### config.mk
export PLATFORM = sky130hd
export DESIGN_NAME = add_vec_player
export DESIGN_NICKNAME = d
export VERILOG_FILES = /design/src/rtl/add_vec_player.sv
export SDC_FILE = /design/constraint.sdc
export NUM_CORES = 1
export LEC_CHECK = 0
export ABC_CLOCK_PERIOD_IN_PS = 5100
export CORE_UTILIZATION = 35
export DETAILED_ROUTE_END_ITERATION = 8
export PLACE_DENSITY = 0.65
export SLEW_MARGIN = 20
export SYNTH_ARGS = -nofsm -noshare
export SYNTH_HDL_FRONTEND = slang
export SYNTH_SLANG_ARGS = --single-unit
### constraint.sdc
create_clock -name clk -period 5.1 [get_ports clk]
set_input_delay 1.02 -clock clk [delete_from_list [all_inputs] [get_ports clk]]
set_output_delay 1.02 -clock clk [all_outputs]
set_load 0.03 [all_outputs]
### src/rtl/add_vec_player.sv
// Vector player/checker for the single-precision adder + rounding path.
// Streams {in1, in2, exp} words from a synchronous ROM, drives the datapath and tallies mismatches.
module add_vec_player #(
    parameter int ADDR_W = 10,
    parameter int SETTLE = 1
) (
    input  logic              clk,
    input  logic              rst,
    input  logic              start,
    input  logic [2:0]        mode,
    input  logic [ADDR_W:0]   num_vec,
    output logic              rom_en,
    output logic [ADDR_W-1:0] rom_addr,
    input  logic [95:0]       rom_data,
    output logic [31:0]       dut_in1,
    output logic [31:0]       dut_in2,
    output logic              RNE,
    output logic              RTZ,
    output logic              RDN,
    output logic              RUP,
    output logic              RMM,
    input  logic [31:0]       dut_out,
    output logic              busy,
    output logic              done,
    output logic              pass,
    output logic [ADDR_W:0]   err_cnt,
    output logic [ADDR_W:0]   test_cnt,
    output logic [ADDR_W-1:0] first_err_idx,
    output logic [31:0]       first_err_act
);
    localparam int CNT_W = (SETTLE < 2) ? 1 : $clog2(SETTLE + 1);

    typedef enum logic [2:0] {
        S_IDLE, S_FETCH, S_LOAD, S_SETTLE, S_CHECK, S_DONE
    } state_t;

    state_t              state_reg, state_next;
    logic [ADDR_W-1:0]   idx_reg;
    logic [ADDR_W:0]     num_vec_reg;
    logic [4:0]          mode_oh_reg;   // {RMM, RUP, RDN, RTZ, RNE}
    logic [31:0]         in1_reg, in2_reg, exp_reg;
    logic [CNT_W-1:0]    settle_reg;
    logic [ADDR_W:0]     err_reg, test_reg;
    logic [ADDR_W-1:0]   ferr_idx_reg;
    logic [31:0]         ferr_act_reg;
    logic                ferr_flag_reg;

    logic                start_ok;
    logic [ADDR_W:0]     last_idx;
    logic                is_last;
    logic                mismatch;
    logic [4:0]          mode_oh;

    assign start_ok = start && (state_reg == S_IDLE || state_reg == S_DONE);
    assign last_idx = num_vec_reg - 1'b1;
    // Stopping at the all-ones index too keeps an oversized num_vec from wrapping the address.
    assign is_last  = ({1'b0, idx_reg} == last_idx) || (&idx_reg);
    assign mismatch = (dut_out != exp_reg);

    always_comb begin
        mode_oh = 5'b00001;
        case (mode)
            3'd1:    mode_oh = 5'b00010;
            3'd2:    mode_oh = 5'b00100;
            3'd3:    mode_oh = 5'b01000;
            3'd4:    mode_oh = 5'b10000;
            default: mode_oh = 5'b00001;
        endcase
    end

    always_ff @(posedge clk) begin
        if (rst) state_reg <= S_IDLE;
        else     state_reg <= state_next;
    end

    always_comb begin
        state_next = state_reg;
        case (state_reg)
            S_IDLE, S_DONE: begin
                if (start) state_next = (num_vec == '0) ? S_DONE : S_FETCH;
            end
            S_FETCH:  state_next = S_LOAD;
            S_LOAD:   state_next = S_SETTLE;
            S_SETTLE: if (settle_reg == CNT_W'(1)) state_next = S_CHECK;
            S_CHECK:  state_next = is_last ? S_DONE : S_FETCH;
            default:  state_next = S_IDLE;
        endcase
    end

    always_ff @(posedge clk) begin
        if (rst) begin
            idx_reg       <= '0;
            num_vec_reg   <= '0;
            mode_oh_reg   <= 5'b00001;
            in1_reg       <= '0;
            in2_reg       <= '0;
            exp_reg       <= '0;
            settle_reg    <= '0;
            err_reg       <= '0;
            test_reg      <= '0;
            ferr_idx_reg  <= '0;
            ferr_act_reg  <= '0;
            ferr_flag_reg <= 1'b0;
        end else begin
            if (start_ok) begin
                idx_reg       <= '0;
                num_vec_reg   <= num_vec;
                mode_oh_reg   <= mode_oh;
                err_reg       <= '0;
                test_reg      <= '0;
                ferr_idx_reg  <= '0;
                ferr_act_reg  <= '0;
                ferr_flag_reg <= 1'b0;
            end
            case (state_reg)
                S_LOAD: begin
                    in1_reg    <= rom_data[95:64];
                    in2_reg    <= rom_data[63:32];
                    exp_reg    <= rom_data[31:0];
                    settle_reg <= CNT_W'(SETTLE);
                end
                S_SETTLE: begin
                    if (settle_reg != CNT_W'(1)) settle_reg <= settle_reg - 1'b1;
                end
                S_CHECK: begin
                    test_reg <= test_reg + 1'b1;
                    if (mismatch) begin
                        err_reg <= err_reg + 1'b1;
                        if (!ferr_flag_reg) begin
                            ferr_idx_reg  <= idx_reg;
                            ferr_act_reg  <= dut_out;
                            ferr_flag_reg <= 1'b1;
                        end
                    end
                    if (!is_last) idx_reg <= idx_reg + 1'b1;
                end
                default: ;
            endcase
        end
    end

    assign rom_en        = (state_reg == S_FETCH);
    assign rom_addr      = idx_reg;
    assign dut_in1       = in1_reg;
    assign dut_in2       = in2_reg;
    assign RNE           = mode_oh_reg[0];
    assign RTZ           = mode_oh_reg[1];
    assign RDN           = mode_oh_reg[2];
    assign RUP           = mode_oh_reg[3];
    assign RMM           = mode_oh_reg[4];
    assign busy          = (state_reg == S_FETCH) || (state_reg == S_LOAD) ||
                           (state_reg == S_SETTLE) || (state_reg == S_CHECK);
    assign done          = (state_reg == S_DONE);
    assign pass          = done && (err_reg == '0);
    assign err_cnt       = err_reg;
    assign test_cnt      = test_reg;
    assign first_err_idx = ferr_idx_reg;
    assign first_err_act = ferr_act_reg;
endmodule

==> impl_metrics.csv <==
group,metric,value,unit
yosys,synth_compound_area_share,14.91,%
cells_and_area,multi_input_area,3814,sq um
clock_tree,cts_setup_buffers,0,
timing,setup_viol,0,
routing,ant_nets,0,
power_and_ir_drop,pwr-share-comb,23.6,%
floorplan,die_w,152.6,microns
routing,drc,8,
yosys,synth_fa_ha_area_share,0.7880,%
yosys,synth.top_cell.area_share,48.16,%
cells_and_area,seqCellArea,3824,sq um
global_route,grtUsageTotal,21.26,%
setup_path,slowest_stage,"clkdlybuf4s50_1",
routing,vias,7798,
setup_path,critPathKind,"reg2out",
timing,max_freq,0.2851,GHz
timing,drv_slew,0,
routing,viasPerCell,5.028,
timing,worst_pin_slew,925.8,ps
yosys,synth-simple-area-share,25.45,%
placed_design,hpwlAfterDp,17.40,mm
power_and_ir_drop,irDropWorstVdd,0.0001925,V
setup_path,path_cells,"inv_1 -> nor3_1 -> nand2_1 -> nor4b_1 -> clkdlybuf4s50_1",
routing,first_pass_iters,8,
timing,slew_headroom,38.28,%
setup_path,cp-start-kind,"register",
global_route,grt_max_degree,77,
setup_path,crit_arrival,2490,ps
cells_and_area,nets,1408,
power_and_ir_drop,powerDensity,334.7,nW/um^2
yosys,netlist-cell-type-count,51,
floorplan,start_util,36.04,%
power_and_ir_drop,swShare,32.46,%
cells_and_area,antenna_cells,0,
global_route,grt_pass1_vias,7340,
floorplan,fp.coreArea,22030,sq um
floorplan,die-area,23290,sq um
yosys,synth_edf_count,0,
yosys,yosys_warnings,0,
timing,rsz0062_at_grt,"false",
timing,whs,453.6,ps
clock_tree,cts_tree,"yes",
setup_path,slowest_delay,750,ps
clock_tree,h-tree-depth,4,
floorplan,pin_count,292,
global_route,grt_pass1_wl,39.79,mm
yosys,synth.largest_area_cell,"dfxtp_1",
clock_tree,clock_sinks,191,
yosys,seq_area_frac_synth,48.16,%
clock_tree,root_buffer,"clkbuf_16",
setup_path,path_buf_inv,2,
power_and_ir_drop,total_power,3.874,mW
timing,fin_skew,11.76,ps
timing,period_share,68.78,%
power_and_ir_drop,switching_power,1.258,mW
placed_design,post_dp_cell_area,11010,sq um
yosys,synth-main-ff-cell,"dfxtp_1",
power_and_ir_drop,p_leak,4.057,nW
power_and_ir_drop,p_int,2.617,mW
clock_tree,cts_hold_buf,0,
routing,avgRoutedWirePerCell,16.14,microns
cells_and_area,final_cell_area,11570,sq um
power_and_ir_drop,seqPwrFrac,43.1,%
power_and_ir_drop,clkPwrFrac,33.4,%
global_route,gr-total-overflow,0,
outcome,violations,"DRC",
yosys,synth_top_family_by_area,"simple AND/OR/NAND/NOR gates",
yosys,synth_xor_area_share,5.406,%
yosys,synth_cells,1012,
clock_tree,insertion_delay,430,ps
yosys,ys_async_sr_fraction,0,%
yosys,synth-seq-cells,191,
flow_run,drv_cap,0,
yosys,synth_area_leaders,"dfxtp_1, nand2_1, a21oi_1, xor2_1, nand3_1",
clock_tree,cts_buffers,17,
setup_path,path_delay_family,"buffers and inverters",
routing,drtIter0Drc,484,
hold_path,hp-class,"reg2reg",
timing,finalSetupTns,0,ps
outcome,status,"finished with violations",
clock_tree,cts_resized,0,
placed_design,gp_congestion,0.8314,
cells_and_area,layout-drive-gt1-share,4.799,%
clock_tree,clk_pin_slew,70,ps
yosys,syn-num-nets,1162,
floorplan,rows,54,
setup_path,critical_path_peak_fanout,7,
routing,routed_wl,25.03,mm
timing,final_hold_viol_count,0,
setup_path,cp_data_required_time,4080,ps
yosys,synthMuxAreaShare,1.103,%
cells_and_area,fillers,2171,
timing,min_period,3508,ps
clock_tree,clock_path_buffers,2,
setup_path,worstSetupEndpointType,"primary output",
floorplan,fp.dieH,152.6,microns
yosys,syn_area,7939,sq um
global_route,grt_antenna_before_repair,1,
cells_and_area,syn2layout_area_growth,45.80,%
placed_design,port_buffers,291,
yosys,avgSynthCellArea,7.845,sq um
cells_and_area,utilization,52.55,%
[cells by family after synthesis]
family	count (synthesis)
adders and majority gates	5
AOI/OAI and AO/OA	213
muxes	8
DFF	191
and+or+nand+nor	462
xor gates and xnor gates	49
buffers and inverters	84
[power groups by stage]
stage                     clock network (mW)  logic, mW  registers, mW
final                                   1.29      0.912           1.67
after global placement                     0      0.910           1.70
after floorplan                            0      0.425           1.81
after detailed placement                   0      0.916           1.70
after CTS                               1.33      0.920           1.67
after global routing                    1.40      0.993           1.68
[worst register-to-register path, cell delays in order, from the launching register on]
cell and delay (ps):
dfxtp_1 380, inv_1 80, ha_1 280, or4b_4 540
o31ai_1 240, a21oi_1 110, o2111a_2 290, a21oi_2 650
a31oi_1 170, a41o_1 230
[layout by cell type (no fill, tap or decap), types with 2 or more instances in the layout]
cell,instances
a22oi_1,3
and3_1,8
o31ai_1,2
a211o_1,3
nand2_1,287
or3_1,2
clkinv_4,4
nor3_1,10
clkinv_2,3
xnor2_1,14
xor2_1,35
inv_1,12
nand3_1,57
dfxtp_1,191
or4_1,5
nor4b_1,3
a21oi_1,172
nand2b_1,2
nand4_1,7
buf_4,8
clkinv_8,2
o21a_1,2
clkdlybuf4s50_1,290
mux2_2,6
nand3b_1,10
o311ai_0,2
mux2i_1,2
ha_1,5
nor2_1,41
a31oi_1,6
inv_6,4
clkbuf_16,17
a41o_1,4
or2_2,4
nor4_1,16
o21ai_0,6
[metal layers]
layer  GRT usage (%)  up-vias  routed length, microns
met5               0        -                      13
met4           5.628        2                     355
met3           6.542       19                    1799
met2           34.25      209                   11820
met1           27.45     3658                   11040
li1                -     3910                       -
[area by class of cell]
class,instances,share of cell area (%)
repair buffers,299,25.69
multi-input cells,737,32.95
clock buffers,18,3.794
inverters,12,0.3891
clock inverters,14,1.113
well taps,280,3.027
flip-flops and latches,191,33.03
[final timing paths]
check,from,to,slack (ps),depth (start not counted)
worst min-delay path,dut_in1[14]$_SDFFE_PP0P_,dut_in1[14]$_SDFFE_PP0P_,450,2
worst max-delay path,state_reg[2]$_SDFFE_PP0P_,pass,1590,5
worst max register to register,num_vec_reg[0]$_SDFFE_PP0P_,rom_addr[7]$_SDFF_PP0_,2030,9
worst min register to register,dut_in1[14]$_SDFFE_PP0P_,dut_in1[14]$_SDFFE_PP0P_,450,2
[per-stage QoR]
step	worst slack [ps]	std cells
2_1_floorplan	1528	1012
3_3_place_gp	1257	1519
3_5_place_dp	1198	1519
4_1_cts	1541	1551
5_1_grt	1373	1551
6_report	1592	1551
[cell usage after synthesis (all sizes together) (2+ instances only)]
cell type / n
and3: 9
nand2: 287
nor2: 42
or4: 5
a21oi: 173
xor2: 35
a22oi: 3
nor3: 11
nand2b: 2
o31ai: 2
mux2: 6
a31oi: 6
dfxtp: 191
nand3: 58
ha: 5
o311ai: 2
or3: 2
a211o: 3
or2: 4
o21a: 2
clkbuf: 57
mux2i: 2
xnor2: 14
nor4: 16
nand3b: 10
o21ai: 7
a41o: 4
buf: 15
nand4: 7
nor4b: 3
inv: 12
a211oi: 2
Note: power is estimated with default switching activity, not from simulation.
